`config.mk`:
```
export PLATFORM = sky130hd
export DESIGN_NAME = img_feeder_121
export DESIGN_NICKNAME = d
export VERILOG_FILES = /design/src/rtl/img_feeder_pkg.sv /design/src/rtl/wdog_counter.sv /design/src/rtl/img_feeder_121.sv
export SDC_FILE = /design/constraint.sdc
export NUM_CORES = 2
export LEC_CHECK = 0
export CAP_MARGIN = 5
export CORE_MARGIN = 3
export CORE_UTILIZATION = 25
export CTS_CLUSTER_SIZE = 40
export DETAILED_ROUTE_END_ITERATION = 16
export SLEW_MARGIN = 5
export SYNTH_ARGS = -nofsm -noshare
export SYNTH_HDL_FRONTEND = slang
export SYNTH_HIERARCHICAL = 1
export SYNTH_SLANG_ARGS = --single-unit
```
`constraint.sdc`:
```
create_clock -name clk -period 49.2 [get_ports clk]
set_clock_uncertainty 0.1 [all_clocks]
set_input_delay 9.84 -clock clk [delete_from_list [all_inputs] [get_ports clk]]
set_output_delay 9.84 -clock clk [all_outputs]
set_load 0.005 [all_outputs]
```
`src/rtl/img_feeder_pkg.sv`:
```
// Shared constants and state encoding for the image feeder.
// Default geometry is a 121-pixel, 8-bit image with a 32-bit result.
package img_feeder_pkg;

  localparam int N_PIX = 121;
  localparam int PIX_W = 8;
  localparam int RES_W = 32;

  localparam logic [RES_W-1:0] RES_TIMEOUT = '1;

  typedef enum logic [1:0] {
    LOAD,
    START,
    WAIT,
    RESULT
  } state_e;

endpackage

```
`src/rtl/wdog_counter.sv`:
```
// Response watchdog: counts enabled cycles from zero and flags
// the cycle in which the count reaches MAX-1.
module wdog_counter #(
  parameter int MAX = 65535
) (
  input  logic clk_i,
  input  logic rst_i,
  input  logic clr_i,
  input  logic en_i,
  output logic tc_o
);

  localparam int W = (MAX > 1) ? $clog2(MAX) : 1;

  logic [W-1:0] cnt_q;
  logic [W-1:0] cnt_d;

  // Clear wins over enable so every wait window starts from zero.
  always_comb begin
    cnt_d = cnt_q;
    if (clr_i)
      cnt_d = '0;
    else if (en_i)
      cnt_d = cnt_q + 1'b1;
  end

  // Count register.
  always_ff @(posedge clk_i or posedge rst_i) begin
    if (rst_i)
      cnt_q <= '0;
    else
      cnt_q <= cnt_d;
  end

  assign tc_o = en_i && (cnt_q == W'(MAX - 1));

endmodule

```
`src/rtl/img_feeder_121.sv`:
```
// Collects a full image pixel by pixel, starts the network, then
// returns its prediction (or all-ones on timeout) over a handshake.
module img_feeder_121 #(
  parameter int N_PIX    = img_feeder_pkg::N_PIX,
  parameter int PIX_W    = img_feeder_pkg::PIX_W,
  parameter int RES_W    = img_feeder_pkg::RES_W,
  parameter int WAIT_MAX = 65535
) (
  input  logic                   clk,
  input  logic                   rst,
  input  logic [PIX_W-1:0]       pix_data,
  input  logic                   pix_valid,
  output logic                   pix_ready,
  output logic [N_PIX*PIX_W-1:0] img_source,
  output logic                   valid_top,
  input  logic                   ready_top,
  input  logic [RES_W-1:0]       number,
  output logic [RES_W-1:0]       res_data,
  output logic                   res_valid,
  input  logic                   res_ready,
  output logic                   timeout
);

  import img_feeder_pkg::*;

  localparam int CNT_W = (N_PIX > 1) ? $clog2(N_PIX) : 1;
  localparam logic [RES_W-1:0] RES_ONES = {RES_W{1'b1}};

  state_e                 state_q;
  logic [CNT_W-1:0]       pix_cnt_q;
  logic [N_PIX*PIX_W-1:0] img_q;
  logic                   vt_q;
  logic                   to_q;
  logic                   rv_q;
  logic [RES_W-1:0]       res_q;
  logic                   wd_tc;

  assign pix_ready = (state_q == LOAD);

  wdog_counter #(
    .MAX (WAIT_MAX)
  ) u_wdog (
    .clk_i (clk),
    .rst_i (rst),
    .clr_i (state_q != WAIT),
    .en_i  (state_q == WAIT),
    .tc_o  (wd_tc)
  );

  // Main FSM: pixel capture, start pulse, wait/timeout, result hold.
  always_ff @(posedge clk or posedge rst) begin
    if (rst) begin
      state_q   <= LOAD;
      pix_cnt_q <= '0;
      img_q     <= '0;
      vt_q      <= 1'b0;
      to_q      <= 1'b0;
      rv_q      <= 1'b0;
      res_q     <= '0;
    end else begin
      vt_q <= 1'b0;
      to_q <= 1'b0;
      unique case (state_q)
        LOAD: begin
          if (pix_valid) begin
            for (int k = 0; k < N_PIX; k++)
              if (pix_cnt_q == CNT_W'(k))
                img_q[k*PIX_W +: PIX_W] <= pix_data;
            if (pix_cnt_q == CNT_W'(N_PIX - 1)) begin
              pix_cnt_q <= '0;
              state_q   <= START;
              vt_q      <= 1'b1;
            end else begin
              pix_cnt_q <= pix_cnt_q + 1'b1;
            end
          end
        end
        START: state_q <= WAIT;
        WAIT: begin
          if (ready_top) begin
            res_q   <= number;
            rv_q    <= 1'b1;
            state_q <= RESULT;
          end else if (wd_tc) begin
            res_q   <= RES_ONES;
            to_q    <= 1'b1;
            rv_q    <= 1'b1;
            state_q <= RESULT;
          end
        end
        RESULT: begin
          if (res_ready) begin
            rv_q    <= 1'b0;
            state_q <= LOAD;
          end
        end
        default: state_q <= LOAD;
      endcase
    end
  end

  assign img_source = img_q;
  assign valid_top  = vt_q;
  assign res_data   = res_q;
  assign res_valid  = rv_q;
  assign timeout    = to_q;

endmodule

```
======== Yosys cells after proc, flatten, opt, wreduce, memory -nomap -nowiden ========
Cells that the tools add are included.
word-level totals
  memory bits (writable) .................. 0
  output and inout bits ................... 1004
  word-level logic and storage cells ...... 411
  input port bits ......................... 45
  register bits ........................... 1028
  ROM bits ................................ 0
  bits in latches ......................... 0
  memories ................................ 0
operators by class
  $add $sub $neg .......................... 2
  divide/modulo/power cells ............... 0
  muxes and demuxes ....................... 21
  reductions and logical operators ........ 131
  bitwise operators ....................... 0
  eq/ne operators ......................... 129
  shifts and indexed selects .............. 0
  multipliers ............................. 0
  magnitude comparators ................... 0
operator list
  operator                                                                count
  7-bit equality test (second input constant)                             57
  3-bit AND reduction                                                     122
  7-bit by 6-bit equality test with 1-bit output (second input constant)  32
  7-bit by 5-bit equality test with 1-bit output (second input constant)  16
  32-bit 2-to-1 mux                                                       2
  7-bit by 4-bit equality test with 1-bit output (second input constant)  8
  16-bit 2-to-1 mux                                                       2
  7-bit by 3-bit equality test with 1-bit output (second input constant)  4
  16-bit by 1-bit adder with 16-bit output (second input constant)        1
  16-bit equality test (second input constant)                            1
  7-bit by 2-bit equality test with 1-bit output (second input constant)  2
  2-bit 2-to-1 mux                                                        5
  1-bit 2-to-1 mux                                                        9
  2-bit one-hot mux with 4 select lines                                   1
  7-bit by 1-bit adder with 7-bit output (second input constant)          1
  7-bit by 1-bit equality test with 1-bit output (second input constant)  1
  7-bit logical NOT                                                       1
  7-bit 2-to-1 mux                                                        1
  2-bit inequality test (second input constant)                           3
  2-bit nonzero test                                                      3
  2-bit equality test (second input constant)                             2
  2-bit AND reduction                                                     2
  4-bit AND reduction                                                     1
  3-bit inequality test (second input constant)                           1
  other kinds (5)                                                         5

======== Logic depth before layout (Yosys ltp) ========
  depth in word-level cells ............... 5
  mapped depth ............................ 10
  depth with buffers taken out ............ 8

======== Cells and area by module ========
Netlist, hierarchy kept.
modules (own cells, without submodules)
  module          seq. area each (um2)  cells an instance  instances  area an instance (um2)
  img_feeder_121  25324.3               2366               1          38906.1
  wdog_counter    400.4                 88                 1          842.1

======== Least setup slack after synthesis ========
Ideal clock, no wire load.
  path kind ............................... input port to flip-flop
  start ................................... input pix_valid
  end ..................................... register img_q[400] (netlist: img_source[400])
  setup time .............................. 0.125 ns
  buffers on the path ..................... 1
  data arrival time ....................... 11.129 ns
  stages .................................. 5
  slack ................................... 37.846 ns
  data required time ...................... 48.975 ns
  cell sequence ........................... nand2_1 or4b_4 buf_12 nor2_8 mux2_4
on the way
  longest elaborated chain between the ends .. 1
ends and longest elaborated chain
  item                                  RTL line              RTL
  start, declared                       img_feeder_121.sv:12  input logic pix_valid,
  3-bit AND reduction (no source line)  --
  end signal, assigned by index         img_feeder_121.sv:68  img_q[k*PIX_W +: PIX_W] <= pix_data;
  end, declared                         img_feeder_121.sv:31  logic [N_PIX*PIX_W-1:0] img_q;
No other way between the ends.
A chain may end at the register's enable or synchronous reset.

==> out/qor.log <==
[timing] RSZ-0062 raised after global routing false
[final_layout] Layout fillers 15200
[critical_path] cell seen most often among critical-path stages sky130_fd_sc_hd__buf_4
[logic_synthesis] Post-Syn Area per Cell 16.2 um2
[status] outcome complete, no violations
[timing] Hold Violations, Final 0
[final_layout] share of final-layout standard cells stronger than drive strength 1 36.8%
[critical_path] WP data required 49.78 ns
[clock_network] # H-tree levels 3
[hold_path] worst hold path type flip-flop to flip-flop
[critical_path] crit path from rst
[timing] Slew headroom 14.1%
[final_layout] footprint of the flip-flops and latches 25700 um2
[drt] via count 25000
[drt] Vias/cell 4.41
[timing] max frequency 72.1 MHz
[pwr] switching share of power 27.1%
[pwr] part of the power in the clock network 32.9%
[drt] post-route DRC violation count 0
[clock_network] number of buffers created by CTS 113
[timing] minimum clock period 13.87 ns
[logic_synthesis] area fraction of the dominant cell type after synthesis 64.7%
[logic_synthesis] portion of the post-synthesis area used by sequential elements 64.7%
[drt] final antenna-violating net count 0
[critical_path] kind of end point of the critical path asynchronous set/reset pin
[final_layout] synthesis-to-finish area growth 41.8%
[logic_synthesis] synthesized area 39700 um2
[clock_network] total clock sinks 1028
[global_routing] first-pass GRT wire length 204000 um
[timing] Final Slew Violations 0
[clock_network] clock buffer depth 3
[pwr] cell internal power dissipation 1.94 mW
[drt] average routed wire per standard cell 25.8 um
[clock_network] Post-CTS Setup Inserts 0
[pwr] switching pwr 0.721 mW
[logic_synthesis] leading area contributor after synthesis sky130_fd_sc_hd__dfrtp_1
[pwr] leakage 25.8 nW
[logic_synthesis] number of flip-flops and latches in the synthesized netlist 1028
[clock_network] clock tree from TritonCTS yes
[global_routing] via count of the first global-routing pass 26400
[hold_path] launch instance of the worst min-delay path img_source[623]$_DFFE_PP0P_
[critical_path] kind of start point of the critical path primary input
[pwr] Reg power frac 41.9%
[critical_path] RR Startpoint state_q[0]$_DFFE_PP0P_
[critical_path] worst endpoint data arrival time 14.45 ns
[critical_path] CP max FO 169
[global_routing] pin count of the biggest net entering global routing 177
[placed_design] HPWL after detailed placement 101000 um
[final_layout] nets@finish 3564
[drt] drt initial violations 1262
[pwr] fraction of power consumed by combinational cells 25.2%
[critical_path] biggest cell delay along the critical path 0.83 ns
[floorplanning] total die area 164000 um2
[flow_run] count of maximum capacitance violations 0
[timing] Setup Viol. Count Final 0
[logic_synthesis] count of unique library cells instantiated by Yosys 53
[logic_synthesis] most used flip-flop cell after synthesis sky130_fd_sc_hd__dfrtp_1
[critical_path] crit-path cells clkdlybuf4s50_1, inv_8, buf_12, buf_4, buf_4, buf_4
[placed_design] placed cell count 5453
[final_layout] Util after Layout 35.9%
[floorplanning] die span in x 405 um
[logic_synthesis] synth cell count leaders sky130_fd_sc_hd__dfrtp_1, sky130_fd_sc_hd__mux2_2, sky130_fd_sc_hd__clkbuf_1, sky130_fd_sc_hd__nor2_2, sky130_fd_sc_hd__o22a_1
[logic_synthesis] count leader, synth sky130_fd_sc_hd__dfrtp_1
[floorplanning] I/O Pins 1049
[global_routing] GRT Util Overall 17.4%
[critical_path] classification of the worst setup path primary input to asynchronous set/reset pin
[final_layout] multi-input gate area in the final layout 13400 um2
[placed_design] Routability Congestion 0.771
[clock_network] cell at the root of the clock tree sky130_fd_sc_hd__clkbuf_16
[clock_network] clock latency on the worst-skew pair 0.69 ns
[clock_network] clock slew seen by the registers of the worst setup and hold paths 0.05 ns
[final_layout] final std cells w/o fill 5662
[drt] first drt pass iteration count 5
[logic_synthesis] top cells by area, synth sky130_fd_sc_hd__dfrtp_1, sky130_fd_sc_hd__mux2_2, sky130_fd_sc_hd__clkbuf_1
[timing] sum of negative setup slack 0 ns
[pwr] Worst VDD drop 0.0377 mV
[logic_synthesis] number of nets produced by synthesis 2508
[logic_synthesis] number of synthesized flops with an enable pin 0
[floorplanning] Die H 405 um
[floorplanning] area of the placeable core 157000 um2
[logic_synthesis] Synth warnings 6
[global_routing] total gr overflow 0
[timing] Slew @ Worst Pin 1.29 ns
[critical_path] Buf+Inv Stages, Crit Path 6
[critical_path] cell type of the slowest stage on the worst timing path sky130_fd_sc_hd__buf_4
[timing] Final period util 28.2%
[global_routing] initial antenna violation count 6
[drt] detailed-route wire length 146000 um
[pwr] Power Density 47.3 nW/um2
[floorplanning] floorplan row count 145
[clock_network] count of instances resized after the clock tree is built 0
[logic_synthesis] count of mapped cells out of synthesis 2454
[critical_path] cell type group with the largest total delay on the critical path buffers and inverters
[floorplanning] initial standard-cell utilization of the core 25.3%
[placed_design] IO Port Bufs 1048
[clock_network] hold-fix buffer count after cts 0
[logic_synthesis] proportion of register bits with asynchronous set or reset after synthesis 100%
-- cell usage in the layout, fill, tap and decap left out, types with 5 or more instances in the layout --
cell type	synthesis	routed
sky130_fd_sc_hd__nand3_1	7	7
sky130_fd_sc_hd__a21oi_1	8	8
sky130_fd_sc_hd__nor2_4	24	24
sky130_fd_sc_hd__ha_1	9	9
sky130_fd_sc_hd__bufinv_16	0	9
sky130_fd_sc_hd__clkbuf_8	0	28
sky130_fd_sc_hd__clkbuf_1	114	19
sky130_fd_sc_hd__clkbuf_16	0	115
sky130_fd_sc_hd__o22a_1	32	32
sky130_fd_sc_hd__nor2_1	23	22
sky130_fd_sc_hd__o21ai_0	11	11
sky130_fd_sc_hd__xnor2_1	8	8
sky130_fd_sc_hd__and3_1	5	5
sky130_fd_sc_hd__inv_6	0	5
sky130_fd_sc_hd__mux2_2	950	950
sky130_fd_sc_hd__clkdlybuf4s50_1	0	1040
sky130_fd_sc_hd__mux2_1	11	11
sky130_fd_sc_hd__diode_2	0	5
sky130_fd_sc_hd__clkinv_2	0	21
sky130_fd_sc_hd__nand2_2	23	23
sky130_fd_sc_hd__dfrtp_1	1028	1028
sky130_fd_sc_hd__buf_4	8	42
sky130_fd_sc_hd__mux2_4	8	8
sky130_fd_sc_hd__nor2_2	53	54
sky130_fd_sc_hd__nand4_1	6	6
sky130_fd_sc_hd__nor2_8	18	18
sky130_fd_sc_hd__inv_1	11	10
sky130_fd_sc_hd__nor4_1	6	6
sky130_fd_sc_hd__nand2_1	26	26
-- flip-flops by register name, summed over array words and instances, names as in the netlist --
signal,cells
state_q,2
u_wdog/cnt_q,16
img_source,968
valid_top,1
res_data,32
timeout,1
res_valid,1
pix_cnt_q,7
-- power groups by stage --
stage	registers [mW]	logic (mW)	clock network (mW)
2_1_floorplan	1.13	0.226	0
3_3_place_gp	1.12	0.680	0
3_5_place_dp	1.13	0.686	0
4_1_cts	1.12	0.688	0.901
5_1_grt	1.14	0.714	0.934
6_report	1.12	0.672	0.876
-- area by class of cell --
type                            count  share of cell area [%]
Antenna cell                        5                  0.0222
Clock buffer                      162                    5.92
Clock inverter                     42                   0.972
Inverter                           11                  0.0866
Multi-Input combinational cell   1272                    23.7
Sequential cell                  1028                    45.6
Tap cell                         2058                    4.57
Timing Repair Buffer             1084                    19.1
-- layer usage --
layer	vias to the layer above	GRT usage, %	share of wire (%)
met3	233	4.93	6.4
met2	749	29.5	49
li1	10800	-	-
met4	2	6.19	3.8
met1	13300	21.0	41
met5	-	0	0.0089
-- stage by stage --
step	hold slack [ns]	area (um2)	setup slack (ns)	power [mW]
2_1_floorplan	0.383	39700	10.78	1.35
3_3_place_gp	0.368	52500	34.52	1.80
3_5_place_dp	0.377	52500	34.50	1.82
4_1_cts	0.390	56400	35.27	2.71
5_1_grt	0.408	56400	34.75	2.79
6_report	0.389	56400	35.33	2.66
-- cells by family (layout without fill, tap and decap cells) --
family          count (synthesis)  count (layout)  share of synthesized area [%]
compound gates                 58              58                           1.12
xor+xnor                       11              11                          0.242
fa+ha+maj                       9               9                          0.283
mux                           969             969                           27.5
flops                        1028            1028                           64.7
other cells                     0               5                              0
buf+inv                       154            1299                           1.70
simple gates                  225             225                           4.41
-- final timing paths --
kind                                               endpoint  slack [ns]  cells after the start
worst max-delay path            img_source[689]$_DFFE_PP0P_       35.33                      6
worst min-delay path            img_source[623]$_DFFE_PP0P_        0.39                      1
worst max register to register  img_source[952]$_DFFE_PP0P_       45.85                      6
worst min register to register  img_source[623]$_DFFE_PP0P_        0.39                      1
max in group clk                img_source[952]$_DFFE_PP0P_       36.97                      5
min in group asynchronous       img_source[542]$_DFFE_PP0P_        9.61                      2
-- worst reg2reg max path, cell delays in order (launching register included) --
cell and delay, ns:
sky130_fd_sc_hd__dfrtp_1 0.40, sky130_fd_sc_hd__inv_1 0.09, sky130_fd_sc_hd__ha_1 0.32, sky130_fd_sc_hd__and3_1 0.41, sky130_fd_sc_hd__nand2_2 0.63, sky130_fd_sc_hd__nor2_2 0.85
sky130_fd_sc_hd__mux2_2 0.42
No activity file was read; power rests on OpenSTA's default activity.
==> edit (same settings) <==
Reset style: synchronous (`rst` and `rst_i`), changed in 2 clocked blocks.
--- a/src/rtl/wdog_counter.sv
+++ b/src/rtl/wdog_counter.sv
@@ -26,5 +26,5 @@
 
   // Count register.
-  always_ff @(posedge clk_i or posedge rst_i) begin
+  always_ff @(posedge clk_i) begin
     if (rst_i)
       cnt_q <= '0;
--- a/src/rtl/img_feeder_121.sv
+++ b/src/rtl/img_feeder_121.sv
@@ -49,5 +49,5 @@
 
   // Main FSM: pixel capture, start pulse, wait/timeout, result hold.
-  always_ff @(posedge clk or posedge rst) begin
+  always_ff @(posedge clk) begin
     if (rst) begin
       state_q   <= LOAD;
Check against the original RTL: not settled (the Yosys comparison gave no result); the edit may change what the design does.
==> edit against the original RTL <==
  * Design area shrank 4.0%
  * Final cell count grew 17%
  * Register-to-register slack lost 180 ps
  * Sequential cell count is the same
  * Hold slack lost 10 ps
  * Setup slack gained 1300 ps
  * Synthesized area shrank 4.4%
  * Non-clock buffer count grew 10
  * Routed wire length grew 3.1%
  * Largest cell class unchanged
Power is not compared: it rests on default switching activity, and its combinational part moved more than twofold at a synthesized area within 25%.
==> edit: results <==
setup_path:
  critPathSlowestCell: "buf_4"
  crit_arrival_ps: 13020
  critPathKind: "input pin to register"
  startpoint: "rst"
  max_stage_delay_ps: 820
  cp_top_family: "buffers and inverters"
  path_max_fanout: 103
  reg2reg_from: "state_q[0]"
synth:
  seq_area_frac_synth_pct: 54.13
  synth-main-ff-cell: "dfxtp_1"
  asyncSetResetFlopFracSynth_pct: 0
  synth_edf_count: 0
  synth-xor-area-share_pct: 0.2534
  netlist_top_cells_count: "1,046 x nor2_1, 1,028 x dfxtp_1, 962 x mux2i_1, 196 x clkbuf_1, 86 x nor3_4"
  muxShareOfSynthArea_pct: 25.33
  synth_compound_area_share_pct: 0.6286
  synth_top_cells_by_area: "dfxtp_1 54%, mux2i_1 25%, nor2_1 10%, nor3_4 3.7%, clkbuf_1 1.9%"
  synth_cell_types: 48
  synth_nets: 3656
  yosys_warnings: 6
  synth_fa_ha_area_share_pct: 0.3291
hold_path:
  min_path_type: "register to register"
  hold_path.startpoint: "img_source[964]"
layout:
  drive_gt1_share_pct: 7.490
  fin_nets: 4591
  diodes: 0
  largest_register_ffs: 968
  fillers: 14910
placement:
  port_buffers: 1048
  post-dp-hpwl_mm: 103.6
  routabilityCongestion: 0.7746
  placed_area_mm2: 0.05029
routing:
  vias: 29140
  drtIter0Drc: 1722
  drtPass1Iterations: 6
  routedWlPerCell_um: 22.68
clock_network:
  cts_inserted_buffers: 113
  cts_hold_buf: 0
  postCtsResizedCells: 0
  cts_root_buf: "clkbuf_16"
  path_clk_slew_ps: 60
  htreeDepth: 3
  clock_path_buffers: 3
grt:
  track_usage_pct: 18.33
  grt_antenna_before_repair: 1
  grt_pass1_vias: 28290
  grt_pass1_wl_mm: 211.5
  grt_max_degree: 104
outcome:
  status: "complete, no violations"
sta:
  relSlewSlack_pct: 25.47
pwr:
  power.leakage_uw: 0.02057
  ir_drop_mv: 0.02743
  switching_share_pct: 23.56
edit: final cells by class:
| type | instances | share of cell area, % |
|---|---|---|
| Inverter | 11 | 0.07629 |
| Timing Repair Buffer | 1094 | 20.02 |
| Clock buffer | 175 | 6.304 |
| Clock inverter | 37 | 0.7722 |
| Multi-Input combinational cell | 2288 | 30.14 |
| Tap cell | 2016 | 4.661 |
| Sequential cell | 1028 | 38.03 |
edit: worst reg2reg max path, stage by stage (launching register included):
cell and delay, ps:
dfxtp_1 330, inv_1 110, ha_1 630, and3_1 900
nand3_1 860, mux2i_1 390, nor2_1 70
edit: power groups by stage:
stage,logic (µW),registers (µW),clock network (µW)
2_1_floorplan,44.0,856,0
3_3_place_gp,82.1,856,0
3_5_place_dp,82.7,856,0
4_1_cts,82.8,837,890
5_1_grt,85.9,837,919
6_report,79.8,837,864
edit: path summary, 6_finish.rpt:
path,to,slack [ps],cells past startpoint
min,img_source[964],380,1
max reg2reg,img_source[927],45670,6
max,img_source[829],36610,5
min reg2reg,img_source[964],380,1
edit: per-stage QoR:
stage | hold slack [ps] | util [%] | power (µW) | cells | worst slack, ps
detailed placement | 366.5 | 33.42 | 938.4 | 6437 | 35920
global route | 389.8 | 35.96 | 1842 | 6649 | 36470
global placement | 362.5 | 33.42 | 937.7 | 6437 | 35990
floorplan | 353.7 | - | 899.6 | 3601 | 37760
finish | 378.7 | 35.96 | 1781 | 6649 | 36610
CTS | 381.0 | 35.96 | 1810 | 6649 | 36670
edit: metal layers:
| metal | vias to the layer above | routed length [µm] | GRT usage, % |
|---|---|---|---|
| met5 | - | 0 | 0 |
| met4 | 0 | 6188 | 7.245 |
| met3 | 253 | 10810 | 5.459 |
| met2 | 928 | 71970 | 30.73 |
| met1 | 14050 | 61830 | 21.93 |
| li1 | 13910 | - | - |
